### config.mk
export PLATFORM = sky130hd
export DESIGN_NAME = uart_tx_flat
export DESIGN_NICKNAME = d
export VERILOG_FILES = /design/src/rtl/uart_tx_if.sv /design/src/rtl/uart_tx.sv /design/src/flat_wrapper.sv
export SDC_FILE = /design/constraint.sdc
export NUM_CORES = 1
export LEC_CHECK = 0
export ABC_AREA = 1
export BUFFER_PORTS_ARGS = -buffer_cell sky130_fd_sc_hd__buf_2
export CAP_MARGIN = 20
export CORE_UTILIZATION = 45
export CTS_BUF_LIST = sky130_fd_sc_hd__clkbuf_4
export DETAILED_ROUTE_END_ITERATION = 7
export PLACE_DENSITY = 0.61
export SYNTH_ARGS = -nofsm -noshare
export SYNTH_HDL_FRONTEND = slang
export SYNTH_SLANG_ARGS = --single-unit
export TNS_END_PERCENT = 50
### constraint.sdc
create_clock -name clk -period 2.35 [get_ports clk]
set_input_delay 0 -clock clk [delete_from_list [all_inputs] [get_ports clk]]
set_output_delay 0 -clock clk [all_outputs]
set_load 0.1 [all_outputs]
### src/rtl/uart_tx_if.sv
// uart_tx_if: valid/ready byte handshake into the UART transmitter
interface uart_tx_if;
  logic       tx_valid;
  logic [7:0] tx_data;
  logic       tx_ready;
  modport master (output tx_valid, tx_data, input tx_ready);
  modport slave (input tx_valid, tx_data, output tx_ready);
endinterface

### src/rtl/uart_tx.sv
// uart_tx: 8N1 UART transmitter with byte FIFO; parity bit optional via UART_TX_PARITY_EN
module uart_tx #(
  parameter int CLK_FREQ   = 15360000,
  parameter int BAUD       = 614400,
  parameter int FIFO_DEPTH = 4,
  parameter int STOP_BITS  = 1,
  parameter int PARITY_ODD = 0
) (
  input  logic     clk,
  input  logic     rst_n,
  uart_tx_if.slave bus,
  output logic     tx,
  output logic     tx_busy,
  output logic     tx_done,
  output logic     tx_empty
);
  localparam int DIV = CLK_FREQ / BAUD;
  localparam int AW  = $clog2(FIFO_DEPTH);
  localparam int CW  = $clog2(STOP_BITS * DIV);
  localparam logic [CW-1:0] BIT_LD  = CW'(DIV - 1);
  localparam logic [CW-1:0] STOP_LD = CW'(STOP_BITS * DIV - 1);
  localparam logic [AW:0]   FULL    = (AW+1)'(FIFO_DEPTH);
  if (DIV < 2 || FIFO_DEPTH < 2 || (FIFO_DEPTH & (FIFO_DEPTH - 1)) != 0 ||
      STOP_BITS < 1 || STOP_BITS > 2 || PARITY_ODD < 0 || PARITY_ODD > 1) begin : g_bad_cfg
    $error("uart_tx: invalid parameter set");
  end
`ifdef UART_TX_PARITY_EN
  typedef enum logic [2:0] {IDLE, START, DATA, PARITY, STOP} state_t;
`else
  typedef enum logic [1:0] {IDLE, START, DATA, STOP} state_t;
`endif
  logic [7:0]    mem [FIFO_DEPTH];
  logic [AW-1:0] wr_ptr, rd_ptr;
  logic [AW:0]   count;
  logic          push, pop, fifo_empty;
  state_t        state, state_n;
  logic [CW-1:0] cnt, cnt_n;
  logic [7:0]    shift, shift_n;
  logic [2:0]    idx, idx_n;
  logic          tx_n, done_n;
`ifdef UART_TX_PARITY_EN
  logic          par, par_n;
`endif
  assign fifo_empty   = count == '0;
  assign bus.tx_ready = count != FULL;
  assign push         = bus.tx_valid && bus.tx_ready;
  assign tx_busy      = state != IDLE;
  assign tx_empty     = !tx_busy && fifo_empty;
  // FIFO storage, written only on an accepted push
  always_ff @(posedge clk)
    if (push) mem[wr_ptr] <= bus.tx_data;
  // FIFO pointers and occupancy; push and pop in one cycle leave count unchanged
  always_ff @(posedge clk or negedge rst_n)
    if (!rst_n) begin
      wr_ptr <= '0;
      rd_ptr <= '0;
      count  <= '0;
    end else begin
      if (push) wr_ptr <= wr_ptr + AW'(1);
      if (pop) rd_ptr <= rd_ptr + AW'(1);
      count <= count + (AW+1)'(push) - (AW+1)'(pop);
    end
  // next-state logic: baud countdown, bit sequencing and FIFO pop at frame start
  always_comb begin
    state_n = state;
    shift_n = shift;
    idx_n   = idx;
    pop     = 1'b0;
    cnt_n   = (state == IDLE || cnt == '0) ? cnt : cnt - CW'(1);
`ifdef UART_TX_PARITY_EN
    par_n   = par;
`endif
    case (state)
      IDLE:
        if (!fifo_empty) begin
          pop     = 1'b1;
          state_n = START;
          cnt_n   = BIT_LD;
        end
      START:
        if (cnt == '0) begin
          state_n = DATA;
          idx_n   = '0;
          cnt_n   = BIT_LD;
        end
      DATA:
        if (cnt == '0) begin
          shift_n = shift >> 1;
          idx_n   = idx + 3'd1;
          cnt_n   = BIT_LD;
          if (idx == 3'd7) begin
`ifdef UART_TX_PARITY_EN
            state_n = PARITY;
`else
            state_n = STOP;
            cnt_n   = STOP_LD;
`endif
          end
        end
`ifdef UART_TX_PARITY_EN
      PARITY:
        if (cnt == '0) begin
          state_n = STOP;
          cnt_n   = STOP_LD;
        end
`endif
      STOP:
        if (cnt == '0) begin
          state_n = IDLE;
          if (!fifo_empty) begin
            pop     = 1'b1;
            state_n = START;
            cnt_n   = BIT_LD;
          end
        end
      default: state_n = IDLE;
    endcase
    if (pop) begin
      shift_n = mem[rd_ptr];
`ifdef UART_TX_PARITY_EN
      par_n   = ^mem[rd_ptr] ^ (PARITY_ODD != 0);
`endif
    end
`ifdef UART_TX_PARITY_EN
    tx_n = state_n == START ? 1'b0 : state_n == DATA ? shift_n[0] : state_n == PARITY ? par_n : 1'b1;
`else
    tx_n = state_n == START ? 1'b0 : state_n == DATA ? shift_n[0] : 1'b1;
`endif
    done_n = state_n == STOP && cnt_n == '0;
  end
  // state register; tx and tx_done come straight from flops so the line never glitches
  always_ff @(posedge clk or negedge rst_n)
    if (!rst_n) begin
      state   <= IDLE;
      cnt     <= '0;
      shift   <= '0;
      idx     <= '0;
      tx      <= 1'b1;
      tx_done <= 1'b0;
    end else begin
      state   <= state_n;
      cnt     <= cnt_n;
      shift   <= shift_n;
      idx     <= idx_n;
      tx      <= tx_n;
      tx_done <= done_n;
    end
`ifdef UART_TX_PARITY_EN
  // parity of the byte being sent, captured when it leaves the FIFO
  always_ff @(posedge clk or negedge rst_n)
    if (!rst_n) par <= 1'b0;
    else par <= par_n;
`endif
endmodule

### src/flat_wrapper.sv
// flat-port wrapper written by rule: the top's interface ports become plain ports
module uart_tx_flat 
#(
  parameter int CLK_FREQ   = 15360000,
  parameter int BAUD       = 614400,
  parameter int FIFO_DEPTH = 4,
  parameter int STOP_BITS  = 1,
  parameter int PARITY_ODD = 0
)
  (clk, rst_n, tx, tx_busy, tx_done, tx_empty, bus_tx_valid, bus_tx_data, bus_tx_ready);
  uart_tx_if bus_i ();
  input  logic clk;
  input  logic rst_n;
  output logic tx;
  output logic tx_busy;
  output logic tx_done;
  output logic tx_empty;
  input wire logic [$bits(bus_i.tx_valid)-1:0] bus_tx_valid;
  input wire logic [$bits(bus_i.tx_data)-1:0] bus_tx_data;
  output wire logic [$bits(bus_i.tx_ready)-1:0] bus_tx_ready;
  assign bus_i.tx_valid = bus_tx_valid;
  assign bus_i.tx_data = bus_tx_data;
  assign bus_tx_ready = bus_i.tx_ready;
  uart_tx #(.CLK_FREQ(CLK_FREQ), .BAUD(BAUD), .FIFO_DEPTH(FIFO_DEPTH), .STOP_BITS(STOP_BITS), .PARITY_ODD(PARITY_ODD)) u_core (.clk(clk), .rst_n(rst_n), .bus(bus_i), .tx(tx), .tx_busy(tx_busy), .tx_done(tx_done), .tx_empty(tx_empty));
endmodule
# [Word-level counts from Yosys, hierarchy flattened]
# Memories as Yosys holds them, arrays and structs flattened.
# Index checks and enable logic that the tools add are counted.
[totals] ram_bits=32 elab_cells=68 latch_bits=0 out_inout_bits=5 mem_bits_ro=0 mem_count=1 ff_bits=27
[op_classes] bitwise=0 n_eq_ne=10 n_reduce_logical=16 div_mod_pow=0 n_mux=25 n_shift=0 mul=0 addsub=6 n_lt_le_gt_ge=0
[mem_list] memory="u_core.mem" words=4 word_bits=8 read_ports=1 rd_ports_with_merged_regs=0 wr=1 line_no="uart_tx.sv:32" text="logic [7:0] mem [FIFO_DEPTH];"
[ops] operator="two-way mux 8 bit" n=3
[ops] operator="two-way mux 5 bit" n=4
[ops] operator="one-hot mux 5 bit (3 select lines)" n=1
[ops] operator="zero test 5 bit" n=2
[ops] operator="two-way mux 2 bit" n=5
[ops] operator="equality test 2 bit (second input constant)" n=4
[ops] operator="one-hot mux 2 bit (4 select lines)" n=1
[ops] operator="nonzero test 2 bit" n=4
[ops] operator="two-way mux 1 bit" n=7
[ops] operator="two-way mux 3 bit" n=2
[ops] operator="one-hot mux 3 bit (2 select lines)" n=1
[ops] operator="subtractor 5 x 1 -> 5 bit (second input constant)" n=1
[ops] operator="adder 2 x 1 -> 2 bit (second input constant)" n=2
[ops] operator="equality test 2 x 1 -> 1 bit (second input constant)" n=2
[ops] operator="inequality test 2 x 1 -> 1 bit (second input constant)" n=2
[ops] operator="adder 3 x 1 -> 3 bit" n=1
[ops] operator="adder 3 x 1 -> 3 bit (second input constant)" n=1
[ops] operator="equality test 3 bit (second input constant)" n=1
[ops] operator="logical AND 1 bit" n=3
[ops] operator="zero test 3 bit" n=1
[ops] operator="inequality test 3 bit (second input constant)" n=1
[ops] operator="AND reduction 3 bit" n=1
[ops] operator="subtractor 3 x 1 -> 3 bit" n=1
[ops] operator="zero test 2 bit" n=1
[ops] operator="5 further kinds" n=5

# [Depth between registers and ports, before layout]
# Gate-level depths: netlist (run 1).
[depth] depth_word=8 ltp_mapped=14 depth_no_buf=14

# [Least setup slack after synthesis (run 1)]
# OpenSTA, ideal clock, no wires.
[synth_path] kind="flip-flop to flip-flop" startpoint="reg u_core.state[0]" endpoint="reg u_core.tx" required_time_ns=2.275 setup_ns=0.075 arrival_ns=2.845 n_path_buf=0 slack_ns=-0.571 path_stages_with_launch=10 synth_period_minus_slack_ns=2.921 cell_sequence="dfrtp_1 inv_1 ha_1 inv_2 nor2_1 nand2_1 nand2_1 nand2_1 nand2_1 nand2_1"
[synth_via] word_cells_on_any_way=17 cone_classes="5 x eq/ne; 11 x mux; 1 x reduce/logical"
[synth_lines] element="from (decl)" line_no="uart_tx.sv:36" text="state_t state, state_n;"
[synth_lines] element="from (signal assigned)" line_no="uart_tx.sv:141" text="state <= state_n;"
[synth_lines] element="equality test 2 bit, or another cell as far along" line_no="uart_tx.sv:73" text="case (state)"
[synth_lines] element="one-hot mux 2 bit (4 select lines) (*)" line_no="uart_tx.sv:73"
[synth_lines] element="named net u_core.state_n[1]" line_no="uart_tx.sv:36"
[synth_lines] element="equality test 2 bit" line_no="uart_tx.sv:127" text="tx_n = state_n == START ? 1'b0 : state_n == DATA ? shift_n[0] : 1'b1;"
[synth_lines] element="two-way mux 1 bit" line_no="uart_tx.sv:127"
[synth_lines] element="two-way mux 1 bit (*)" line_no="uart_tx.sv:127"
[synth_lines] element="named net u_core.tx_n" line_no="uart_tx.sv:40" text="logic tx_n, done_n;"
[synth_lines] element="to (signal assigned)" line_no="uart_tx.sv:145" text="tx <= tx_n;"
[synth_lines] element="to (decl)" line_no="uart_tx.sv:12" text="output logic tx,"
# Mark *: on every way through the listed nets, which the timed path passes. The rest lies on a longest branch. The select of a mux whose other input is x is not followed.
# A chain may end at the register's enable or synchronous reset.

# [Worst setup path after layout (run 1)]
[layout_path] startpoint="reg u_core.state[1]" endpoint="reg u_core.count[1]"
[layout_via] elab_chain_len=3 word_cells_on_any_way=4 cone_classes="1 x add/sub; 1 x eq/ne; 1 x mux; 1 x reduce/logical"
[layout_rtl] element="equality test 2 bit / zero test 2 bit (equally long branches)" line_no="uart_tx.sv:73"
[layout_rtl] element="one-hot mux 1 bit (2 select lines) (*)" line_no="uart_tx.sv:73"
[layout_rtl] element="named net u_core.pop" line_no="uart_tx.sv:35" text="logic push, pop, fifo_empty;"
[layout_rtl] element="subtractor 3 x 1 -> 3 bit (*)" line_no="uart_tx.sv:61" text="count <= count + (AW+1)'(push) - (AW+1)'(pop);"
[layout_rtl] element="to (signal assigned)" line_no="uart_tx.sv:61"
[layout_rtl] element="to (decl)" line_no="uart_tx.sv:34" text="logic [AW:0] count;"
# Mark *: on every way through the listed nets, which the timed path passes. The rest lies on a longest branch.

==> qor.txt, run 1 <==
CTS Sinks: 59
Worst-Skew Late Latency: 390 ps
Warnings, synthesis: 0
Final hold violation count: 0
Worst Clk Skew: 10.01 ps
Crit-path slowest cell: fa_1
Initial Util: 0.4775
Post-Syn Nets: 321
HP Class: in2async
Pre-CTS WS: 79.52 ps
DRT Pass-1 Iters: 4
Largest net degree at the start of global routing: 28
Root Driver: clkbuf_4
Final Cell Area: 3427 sq um
Peak Freq: 0.4531 GHz
Fraction of registers with async set/reset: 0.4576
Pwr/cell area: 777.1 nW/um^2
Min Tclk post-route: 2207 ps
Setup Crit Path Kind: reg2reg
Max stage delay on crit path: 480 ps
Slew @ Worst Pin: 626.3 ps
Fillers: 527
First-pass GRT wire length: 8.176 mm
Max Cap Viol: 0
Cells after Synth: 296
FP Rows: 28
Flop2flop setup slack: 140 ps
Status: finished, final reports clean
Vias in the first global route: 1821
Top_reg_cell synth: edfxtp_1
Clock share of power: 0.341
CP cell instances: inv_2, ha_2, inv_1, nand2_1, nor2_4, nand2_4, inv_2, ha_1, inv_1, ha_1, inv_1, fa_1, inv_1
Gpl congestion: 0.8095
TritonCTS Buffers: 9
Area added between synthesis and finish: 18.42%
Required @ worst endpoint: 2650 ps
Register area: 1638 sq um
CTS tree: built
WL final: 5.077 mm
Post-synth EDFFs: 32
CP most frequent cell: inv_1
Top cell type's share of synthesized area: 0.3320
Slew Limit Fails: 0
Yosys top cell by area: edfxtp_1
Routed len/inst: 12.12 microns
Combinational Power Share: 0.164
Period utilization: 0.9391
CP bufs+invs: 6
Share of cells above drive strength 1: 0.2122
Cell family with most CP delay: adder cells
Switching Share: 0.2680
RR Startpoint: u_core.state[1]$_DFF_PN0_
Routed Antenna Nets: 0
Total global routing overflow: 0
Drt drc: 0
Yosys reg bits: 59
Die Height: 82.20 microns
Slew headroom: 0.5825
Area after DPL: 3118 sq um
Final setup vio count: 0
Worst r2r dst: u_core.count[1]$_DFF_PN0_
VDD IR max: 588.9 uV
Number of buffers added on ports: 15
Psw: 0.0007138 W
Detailed Route Iter0 Violations: 34
Area of the core: 6061 sq um
Mapped cell area: 2894 sq um
Sequential area share after synthesis: 0.5659
Worst setup EP type: register
Die ar.: 6756 sq um
Vias per std cell: 4.716
Total GRT Usage: 0.1728
Clk pin slew, worst setup/hold paths: 110 ps
Dpl hpwl: 3.527 mm
Post-layout net count: 364
Antenna violations before repair: 0
FF-to-FF path depth: 13
Yosys cell types: 28
Critical Path AT: 2510 ps
Worst-path maximum fanout: 4
Diode count: 0
DR vias: 1976
Syn avg cell area: 9.777 sq um
Leak: 1.608 nW
Part of the power in registers: 0.495
Area of the multi-input gates: 1080 sq um
Die W: 82.20 microns
Worst setup SP type: register
H-tree depth: 3
Fin worst setup slack: 143.1 ps
CTS max path bufs: 2
Ports: 16
Synth area leaders: edfxtp_1 33%, dfrtp_1 22%, nand2_1 7.5%
Internal Pwr Total: 0.001949 W
[kinds of logic (layout without fill, tap and decap cells)]
logic type,after synthesis,after routing,synth area share
adders and majority gates,14,14,0.06312
buffers and inverters,48,96,0.06614
xor gates and xnor gates,4,4,0.01211
DFF,59,59,0.5659
AOI/OAI and AO/OA,34,34,0.06269
and+or+nand+nor,137,137,0.2300
[Yosys cell counts (2+ instances only)]
cell type and number:
o21ai_1 3, dfrtp_1 26, inv_1 39, nand2_8 2, o21ai_0 20, a22o_1 2
nor2_4 3, xor2_1 2, nand3_1 29, xnor2_1 2, nor2_2 6, nand2_1 58
nand2_2 2, nand2_4 2, edfxtp_1 32, nor2_1 32, inv_2 4, a21oi_1 8
ha_1 13, buf_2 3
[final cells by class]
type / instances / share of cell area
flip-flops and latches: 59 / 0.4779
inverters: 43 / 0.04856
clock inverters: 7 / 0.03395
well taps: 75 / 0.02738
clock buffers: 9 / 0.01972
multi-input cells: 189 / 0.3151
repair buffers: 37 / 0.07740
[per-layer routing]
| metal | GRT usage | vias to the layer above | wire length, microns |
|---|---|---|---|
| met1 | 0.1970 | 905 | 2339 |
| met3 | 0.03956 | 6 | 156 |
| li1 | - | 1041 | - |
| met5 | 0 | - | 0 |
| met2 | 0.2967 | 24 | 2502 |
| met4 | 0.1000 | 0 | 78 |
[stage by stage]
| step | util | cells | hold slack, ps | power [W] | setup TNS [ps] |
|---|---|---|---|---|---|
| after floorplan | - | 296 | -295.6 | 0.001622 | 0 |
| after global placement | 0.5145 | 391 | 52.60 | 0.001753 | 0 |
| after detailed placement | 0.5145 | 391 | 60.78 | 0.001765 | 0 |
| after CTS | 0.5613 | 417 | 155.4 | 0.002691 | 0 |
| after global routing | 0.5654 | 419 | 188.9 | 0.002807 | -3.656 |
| final | 0.5654 | 419 | 147.7 | 0.002663 | 0 |
[worst register-to-register path: cells and delay by family, from the launching register on]
kind	cells	cell delay, ps
and+or+nand+nor	3	200
adders and majority gates	4	1230
buffers and inverters	6	290
DFF	1	420
[registers in the layout, summed over array words and instances (netlist names)]
name and cells:
u_core.tx_done 1, u_core.shift 8, u_core.wr_ptr 2, u_core.idx 3, u_core.rd_ptr 2, u_core.cnt 5, u_core.state 2, u_core.tx 1
u_core.mem 32, u_core.count 3
[cells in the final DEF (no fill, tap or decap), drive strengths merged, types with 2 or more instances in the layout]
master	count
a22o	2
xnor2	2
edfxtp	32
ha	13
bufinv	3
buf	27
xor2	2
a21oi	8
dfrtp	26
clkbuf	9
nor2	42
dlygate4sd3	10
nand2	64
o21ai	24
inv	43
nand3	30
clkinv	3
[power by group through the flow]
stage	Combinational (W)	Clock [W]	Sequential [W]
floorplan	0.000293	0	0.00133
global placement	0.000414	0	0.00134
detailed placement	0.000426	0	0.00134
CTS	0.000441	0.000932	0.00132
global route	0.000502	0.000976	0.00133
finish	0.000436	0.000909	0.00132
[repair_timing]
action	4_1_cts	5_1_grt
endpoints found under the hold margin	59	0
resized for setup	0	5
setup buffers	0	2
endpoints found under the setup margin	0	2
hold buffers	10	0
[worst max path at each step]
stage | end | slack (ps) | startpoint | cells after the start
finish | u_core.count[1]$_DFF_PN0_ | 140 | u_core.state[1]$_DFF_PN0_ | 13
global route | u_core.count[1]$_DFF_PN0_ | -4 | u_core.state[1]$_DFF_PN0_ | 13
CTS | u_core.count[2]$_DFF_PN0_ | 70 | u_core.state[1]$_DFF_PN0_ | 13
detailed placement | u_core.count[2]$_DFF_PN0_ | 80 | u_core.state[1]$_DFF_PN0_ | 13
global placement | u_core.count[2]$_DFF_PN0_ | 120 | u_core.state[1]$_DFF_PN0_ | 13
floorplan | u_core.count[2]$_DFF_PN0_ | 4 | u_core.count[1]$_DFF_PN0_ | 8
Power figures use the tool's default switching activity.
==> run 2, diff against run 1 <==
--- a/config.mk
+++ b/config.mk
@@ -6,12 +6,13 @@
 export NUM_CORES = 1
 export LEC_CHECK = 0
 export ABC_AREA = 1
-export BUFFER_PORTS_ARGS = -buffer_cell sky130_fd_sc_hd__buf_2
 export CAP_MARGIN = 20
+export CORE_ASPECT_RATIO = 0.8
 export CORE_UTILIZATION = 45
 export CTS_BUF_LIST = sky130_fd_sc_hd__clkbuf_4
 export DETAILED_ROUTE_END_ITERATION = 7
-export PLACE_DENSITY = 0.61
+export DONT_BUFFER_PORTS = 1
+export PLACE_DENSITY = 0.59
 export SYNTH_ARGS = -nofsm -noshare
 export SYNTH_HDL_FRONTEND = slang
 export SYNTH_SLANG_ARGS = --single-unit
==> run 2 against run 1 <==
Final cell count is 1.7% lower. Largest cell class unchanged. Critical path type unchanged. Cell area fell by 2.2%. Setup slack got worse by 24 ps.
==> qor.txt, run 2 (synthesis results as in run 1) <==
Worst setup EP type: register
Critical Path AT: 2510 ps (about the same)
Largest net degree at the start of global routing: 28 (unchanged)
Ports: 16 (unchanged)
Fillers: 557 (+5.7%)
Share of cells above drive strength 1: 0.1752 (-0.03698)
Internal Pwr Total: 0.001853 W (-5.0%)
Final setup vio count: 0 (unchanged)
Routed len/inst: 12.98 microns (+7.1%)
Period utilization: 0.9493 (+0.01018)
Max Cap Viol: 0 (unchanged)
Required @ worst endpoint: 2630 ps (-20 ps)
Slew headroom: 0.4122 (-0.1703)
Gpl congestion: 0.8240 (+1.8%)
DRT Pass-1 Iters: 4 (unchanged)
Switching Share: 0.2726 (+0.004529)
Status: finished, final reports clean
CTS tree: built
DR vias: 1957 (-0.96%)
Final hold violation count: 0 (unchanged)
Clock share of power: 0.311 (-0.030)
Clk pin slew, worst setup/hold paths: 90 ps (-20 ps)
Worst-Skew Late Latency: 400 ps (about the same)
Worst Clk Skew: 15.13 ps (+5.119 ps)
VDD IR max: 826.9 uV (+40%)
Final Cell Area: 3351 sq um (-2.2%)
Commonest non-fill, non-tap cell in the layout: nand2_1
Most frequent cells in the layout: 58 x nand2_1, 36 x inv_1, 32 x edfxtp_1
Area added between synthesis and finish: 15.78%
Post-layout net count: 351 (-3.6%)
Flop2flop setup slack: 120 ps (-20 ps)
Die W: 91.66 microns (+12%)
Root Driver: clkbuf_4
Number of flip-flops in the largest register: 32 (unchanged)
HP Class: in2async
Drt drc: 0 (unchanged)
Vias per std cell: 4.750 (+0.72%)
Total GRT Usage: 0.1839 (+0.01104)
Worst-path maximum fanout: 4 (unchanged)
Leak: 1.556 nW (-3.3%)
TNS Setup: 0 ps (unchanged)
Worst setup SP type: register
Unrepaired setup endpoints after global routing: true
Detailed Route Iter0 Violations: 81 (+140%)
Vias in the first global route: 1854 (+1.8%)
Peak Freq: 0.4483 GHz (-1.1%)
Initial Util: 0.4769 (-0.0005907)
WL final: 5.349 mm (+5.4%)
Setup Crit Path Kind: reg2reg
CTS max path bufs: 2 (unchanged)
CTS Sinks: 59 (unchanged)
Area of the core: 6068 sq um (+0.12%)
Min Tclk post-route: 2231 ps (+23.93 ps)
Die ar.: 6758 sq um (about the same)
TritonCTS Buffers: 9 (unchanged)
First-pass GRT wire length: 8.956 mm (+9.5%)
Routed Antenna Nets: 0 (unchanged)
Antenna violations before repair: 0 (unchanged)
Diode count: 0 (unchanged)
Die Height: 73.73 microns (-10%)
Dpl hpwl: 3.772 mm (+6.9%)
Number of buffers added on ports: 0 (-15)
Slew Limit Fails: 0 (unchanged)
Psw: 0.0006942 W (-2.8%)
Largest regs: u_core.mem x32, u_core.shift x8, u_core.cnt x5
Slew @ Worst Pin: 882.4 ps (+256.1 ps)
Most flop-heavy register: u_core.mem
FP Rows: 25 (-11%)
Pwr/cell area: 760.1 nW/um^2 (-2.2%)
Total global routing overflow: 0 (unchanged)
Part of the power in registers: 0.518 (+0.023)
H-tree depth: 3 (unchanged)
Area after DPL: 3073 sq um (-1.4%)
Combinational Power Share: 0.171 (+0.007)
[run 2: cell types whose count changed in the layout (fill, tap and decap cells not counted), sizes merged]
cell and delta:
buf -13, bufinv -1, clkbuf +1, clkinvlp -1
inv +1
[run 2: worst paths after layout]
path / to / cells past startpoint / start
max: u_core.count[2]$_DFF_PN0_ / 13 / u_core.state[1]$_DFF_PN0_
max in group asynchronous: u_core.tx$_DFF_PN1_ / 2 / rst_n
max reg2reg: u_core.count[2]$_DFF_PN0_ / 13 / u_core.state[1]$_DFF_PN0_
min in group clk: u_core.mem[0][7]$_DFFE_PP_ / 1 / bus_tx_data[7]
min: u_core.rd_ptr[0]$_DFFE_PN0P_ / 2 / rst_n
min reg2reg: u_core.idx[0]$_DFFE_PN0P_ / 1 / u_core.idx[0]$_DFFE_PN0P_
[run 2: critical path, stage by stage, from the launching register on]
cell and delay [ps]:
dfrtp_1 430, inv_2 90, ha_2 290, inv_1 60, nand2_1 50, nor2_2 140, nand2_4 60, inv_2 50
ha_1 220, inv_1 60, ha_1 130, inv_1 50, fa_1 370, xnor2_1 140
[run 2: area by class of cell]
cell class | instances | area, sq um | share of cell area
Clock inverter | 6 | 80.08 | 0.02390
Inverter | 43 | 166.4 | 0.04966
Clock buffer | 10 | 75.07 | 0.02240
Tap cell | 81 | 101.3 | 0.03025
Sequential cell | 59 | 1638 | 0.4888
Timing Repair Buffer | 24 | 217.7 | 0.06497
Multi-Input combinational cell | 189 | 1072 | 0.3200
[run 2: metal layers]
metal	part of all wire	up-vias	global-route usage	wire length, microns
li1	-	1020	-	-
met1	0.52	895	0.2533	2787
met2	0.43	38	0.2632	2303
met3	0.039	4	0.07453	209
met4	0.0092	0	0.06173	49
met5	0	-	0	0
[run 2: metrics by stage]
step           instances  power [W]    util  hold WS [ps]  setup WS [ps]
2_1_floorplan        296   0.001622       -        -295.6          4.439
3_3_place_gp         385   0.001738  0.5064        -294.7          110.1
3_5_place_dp         385   0.001754  0.5064        -294.5          69.94
4_1_cts              412   0.002582  0.5518         39.38          54.85
5_1_grt              412   0.002695  0.5522         32.12         -5.545
6_report             412   0.002547  0.5522         68.93          119.1
[run 2: power by group through the flow]
stage | Combinational [W] | Clock, W | Sequential [W]
finish | 0.000435 | 0.000792 | 0.00132
global route | 0.000495 | 0.000859 | 0.00134
CTS | 0.000444 | 0.000816 | 0.00132
detailed placement | 0.000411 | 0 | 0.00134
global placement | 0.000397 | 0 | 0.00134
floorplan | 0.000293 | 0 | 0.00133
[run 2: timing repair]
item,in CTS,in global routing
resized for setup,0,3
hold endpoints to repair,61,0
setup buffers,0,0
setup endpoints to repair,0,2
hold buffers,11,0
==> run 3, diff against run 2 <==
--- a/config.mk
+++ b/config.mk
@@ -12,7 +12,8 @@
 export CTS_BUF_LIST = sky130_fd_sc_hd__clkbuf_4
 export DETAILED_ROUTE_END_ITERATION = 7
 export DONT_BUFFER_PORTS = 1
-export PLACE_DENSITY = 0.59
+export HOLD_SLACK_MARGIN = 0.03
+export PLACE_DENSITY = 0.57
 export SYNTH_ARGS = -nofsm -noshare
 export SYNTH_HDL_FRONTEND = slang
 export SYNTH_SLANG_ARGS = --single-unit
==> constraint.sdc (replaced) <==
create_clock -name clk -period 2.38 [get_ports clk]
set_input_delay 0 -clock clk [delete_from_list [all_inputs] [get_ports clk]]
set_output_delay 0 -clock clk [all_outputs]
set_load 0.05 [all_outputs]
==> run 3 against run 2 <==
Non-clock buffer count rose by 11. Combinational power fell by 5.3%. Setup slack improved by 7.7 ps. Worst hold slack got worse by 7.6 ps. Total power fell by 2.5%. Core utilization rose by 1.8 points. Clock skew fell by 7.6 ps. Wire length rose by 6.0%. Sequential power barely moved. Global-route usage rose by 0.86 points. Final cell count rose by 2.7%. Critical path type unchanged. Largest power group unchanged. Highest routed layer unchanged.
==> qor.txt, run 3 (synthesis results as in run 1) <==
Vias per std cell: 4.766 (+0.34%)
Met1 usage: 0.2843 (+0.03095)
Area added between synthesis and finish: 19.58%
Post-layout net count: 362 (+3.1%)
Most frequent cells in the layout: 58 x nand2_1, 35 x inv_1, 32 x nor2_1, 32 x edfxtp_1, 29 x nand3_1
Number of buffers added on ports: 0 (unchanged)
Clk pin slew, worst setup/hold paths: 100 ps (about the same)
Detailed Route Iter0 Violations: 122 (+51%)
Routed Antenna Nets: 0 (unchanged)
Peak Freq: 0.4438 GHz (-0.99%)
Critical Path AT: 2550 ps (+40 ps)
H-tree depth: 3 (unchanged)
CTS tree: built
Min Tclk post-route: 2253 ps (+22.31 ps)
Crit-path slowest cell: fa_2
Combinational Power Share: 0.166 (-0.005)
DR vias: 2016 (+3.0%)
Area of the multi-input gates: 1105 sq um (+3.0%)
CTS Sinks: 59 (unchanged)
Required @ worst endpoint: 2680 ps (+50 ps)
CTS max path bufs: 2 (unchanged)
Status: finished, final reports clean
Die ar.: 6758 sq um (unchanged)
Part of the power in registers: 0.524 (+0.006)
Cell family with most CP delay: adder cells
VDD IR max: 472.2 uV (-43%)
TritonCTS Buffers: 9 (unchanged)
Slew headroom: 0.6500 (+0.2378)
Setup Crit Path Kind: reg2reg
Register area: 1638 sq um (unchanged)
Pwr/cell area: 717.3 nW/um^2 (-5.6%)
Largest regs: u_core.mem x32, u_core.shift x8, u_core.cnt x5
Worst-Skew Late Latency: 390 ps (about the same)
CP cell instances: inv_1, ha_2, inv_2, nor2_4, nand2_8, nand2_8, nand2_4, inv_4, ha_4, inv_1, ha_2, inv_2, fa_2, inv_1
Placed insts: 386 (+0.26%)
M3 GR Usage: 0.06729 (-0.007246)
TNS Setup: 0 ps (unchanged)
Fillers: 545 (-2.2%)
CP bufs+invs: 6 (+1)
Commonest non-fill, non-tap cell in the layout: nand2_1
Leak: 1.594 nW (+2.5%)
DRT Pass-1 Iters: 5 (+1)
Total global routing overflow: 0 (unchanged)
HP Class: in2async
Slew Limit Fails: 0 (unchanged)
Non-Filler Instances: 423 (+2.7%)
Final hold violation count: 0 (unchanged)
Worst setup SP type: register
Number of flip-flops in the largest register: 32 (unchanged)
Slew @ Worst Pin: 525.0 ps (-357.4 ps)
Share of cells above drive strength 1: 0.2047 (+0.02945)
Total power draw: 0.002482 W (-2.5%)
Root Driver: clkbuf_4
Antenna violations before repair: 0 (unchanged)
Vias in the first global route: 1940 (+4.6%)
Initial Util: 0.4769 (unchanged)
Max stage delay on crit path: 510 ps (+80 ps)
First-pass GRT wire length: 9.673 mm (+8.0%)
Most used routing layer: met1
CP most frequent cell: inv_1
Diode count: 0 (unchanged)
WL final: 5.668 mm (+6.0%)
Most flop-heavy register: u_core.mem
Period utilization: 0.9467 (-0.002590)
Unrepaired setup endpoints after global routing: false
Die Height: 73.73 microns (unchanged)
Max Cap Viol: 0 (unchanged)
Largest net degree at the start of global routing: 28 (unchanged)
Switching Share: 0.2691 (-0.003468)
Clock share of power: 0.311 (about the same)
Worst setup EP type: register
Drt drc: 0 (unchanged)
Ports: 16 (unchanged)
FP Rows: 25 (unchanged)
Final setup vio count: 0 (unchanged)
Dpl hpwl: 3.817 mm (+1.2%)
Area of the core: 6068 sq um (unchanged)
Psw: 0.0006680 W (-3.8%)
Worst hold margin: 61.36 ps (-7.566 ps)
Total GRT Usage: 0.1925 (+0.008623)
Routed len/inst: 13.40 microns (+3.2%)
Gpl congestion: 0.8114 (-1.5%)
Worst-path maximum fanout: 7 (+3)
Die W: 91.66 microns (unchanged)
Internal Pwr Total: 0.001814 W (-2.1%)
Met2 Use GR: 0.2657 (+0.002506)
Worst Clk Skew: 7.577 ps (-7.553 ps)
run 3: per-layer routing:
metal / vias up / part of all wire
met5: - / 0
met4: 0 / 0.011
met3: 7 / 0.038
met2: 29 / 0.42
met1: 938 / 0.53
li1: 1042 / -
run 3: power by group through the flow:
stage,logic [W],registers (W),clock network [W]
2_1_floorplan,0.000263,0.00131,0
3_3_place_gp,0.000366,0.00132,0
3_5_place_dp,0.000370,0.00132,0
4_1_cts,0.000407,0.00130,0.000787
5_1_grt,0.000481,0.00132,0.000826
6_report,0.000412,0.00130,0.000771
run 3: worst register-to-register path, delay by kind of cell, from the launching register on:
kind	cells	cell delay, ps
fa+ha+maj	4	1040
simple gates	4	410
buf+inv	6	310
flops	1	410
run 3: stage by stage:
stage                     instance area [sq um]  setup slack [ps]    util
after floorplan                            2897             25.31       -
after global placement                     3073             131.7  0.5064
after detailed placement                   3073             69.89  0.5064
after CTS                                  3343             34.58  0.5509
after global routing                       3461            0.9812  0.5703
final                                      3461             126.8  0.5703
run 3: area by class of cell:
type,instances,area share
clock inverter,7,0.02386
clock buffer,9,0.01952
tap,81,0.02928
inverter,43,0.04808
timing repair buffer,35,0.08677
multi-input combinational,189,0.3192
sequential,59,0.4732
run 3: worst paths after layout:
| check | startpoint | endpoint | slack, ps | cells after the start |
|---|---|---|---|---|
| max | u_core.cnt[1]$_DFF_PN0_ | u_core.count[1]$_DFF_PN0_ | 130 | 14 |
| min | rst_n | u_core.shift[4]$_DFFE_PN0P_ | 60 | 2 |
| max reg2reg | u_core.cnt[1]$_DFF_PN0_ | u_core.count[1]$_DFF_PN0_ | 130 | 14 |
| min reg2reg | u_core.idx[2]$_DFFE_PN0P_ | u_core.idx[2]$_DFFE_PN0P_ | 510 | 1 |
| max in group asynchronous | rst_n | u_core.tx$_DFF_PN1_ | 2090 | 2 |
| min in group clk | bus_tx_data[1] | u_core.mem[0][1]$_DFFE_PP_ | 310 | 1 |
run 3: repair_timing:
item	in CTS	in global routing
endpoints found under the setup margin	0	2
hold endpoints to repair	64	0
setup buffers	0	10
gates resized for setup	0	12
hold buffers	11	0
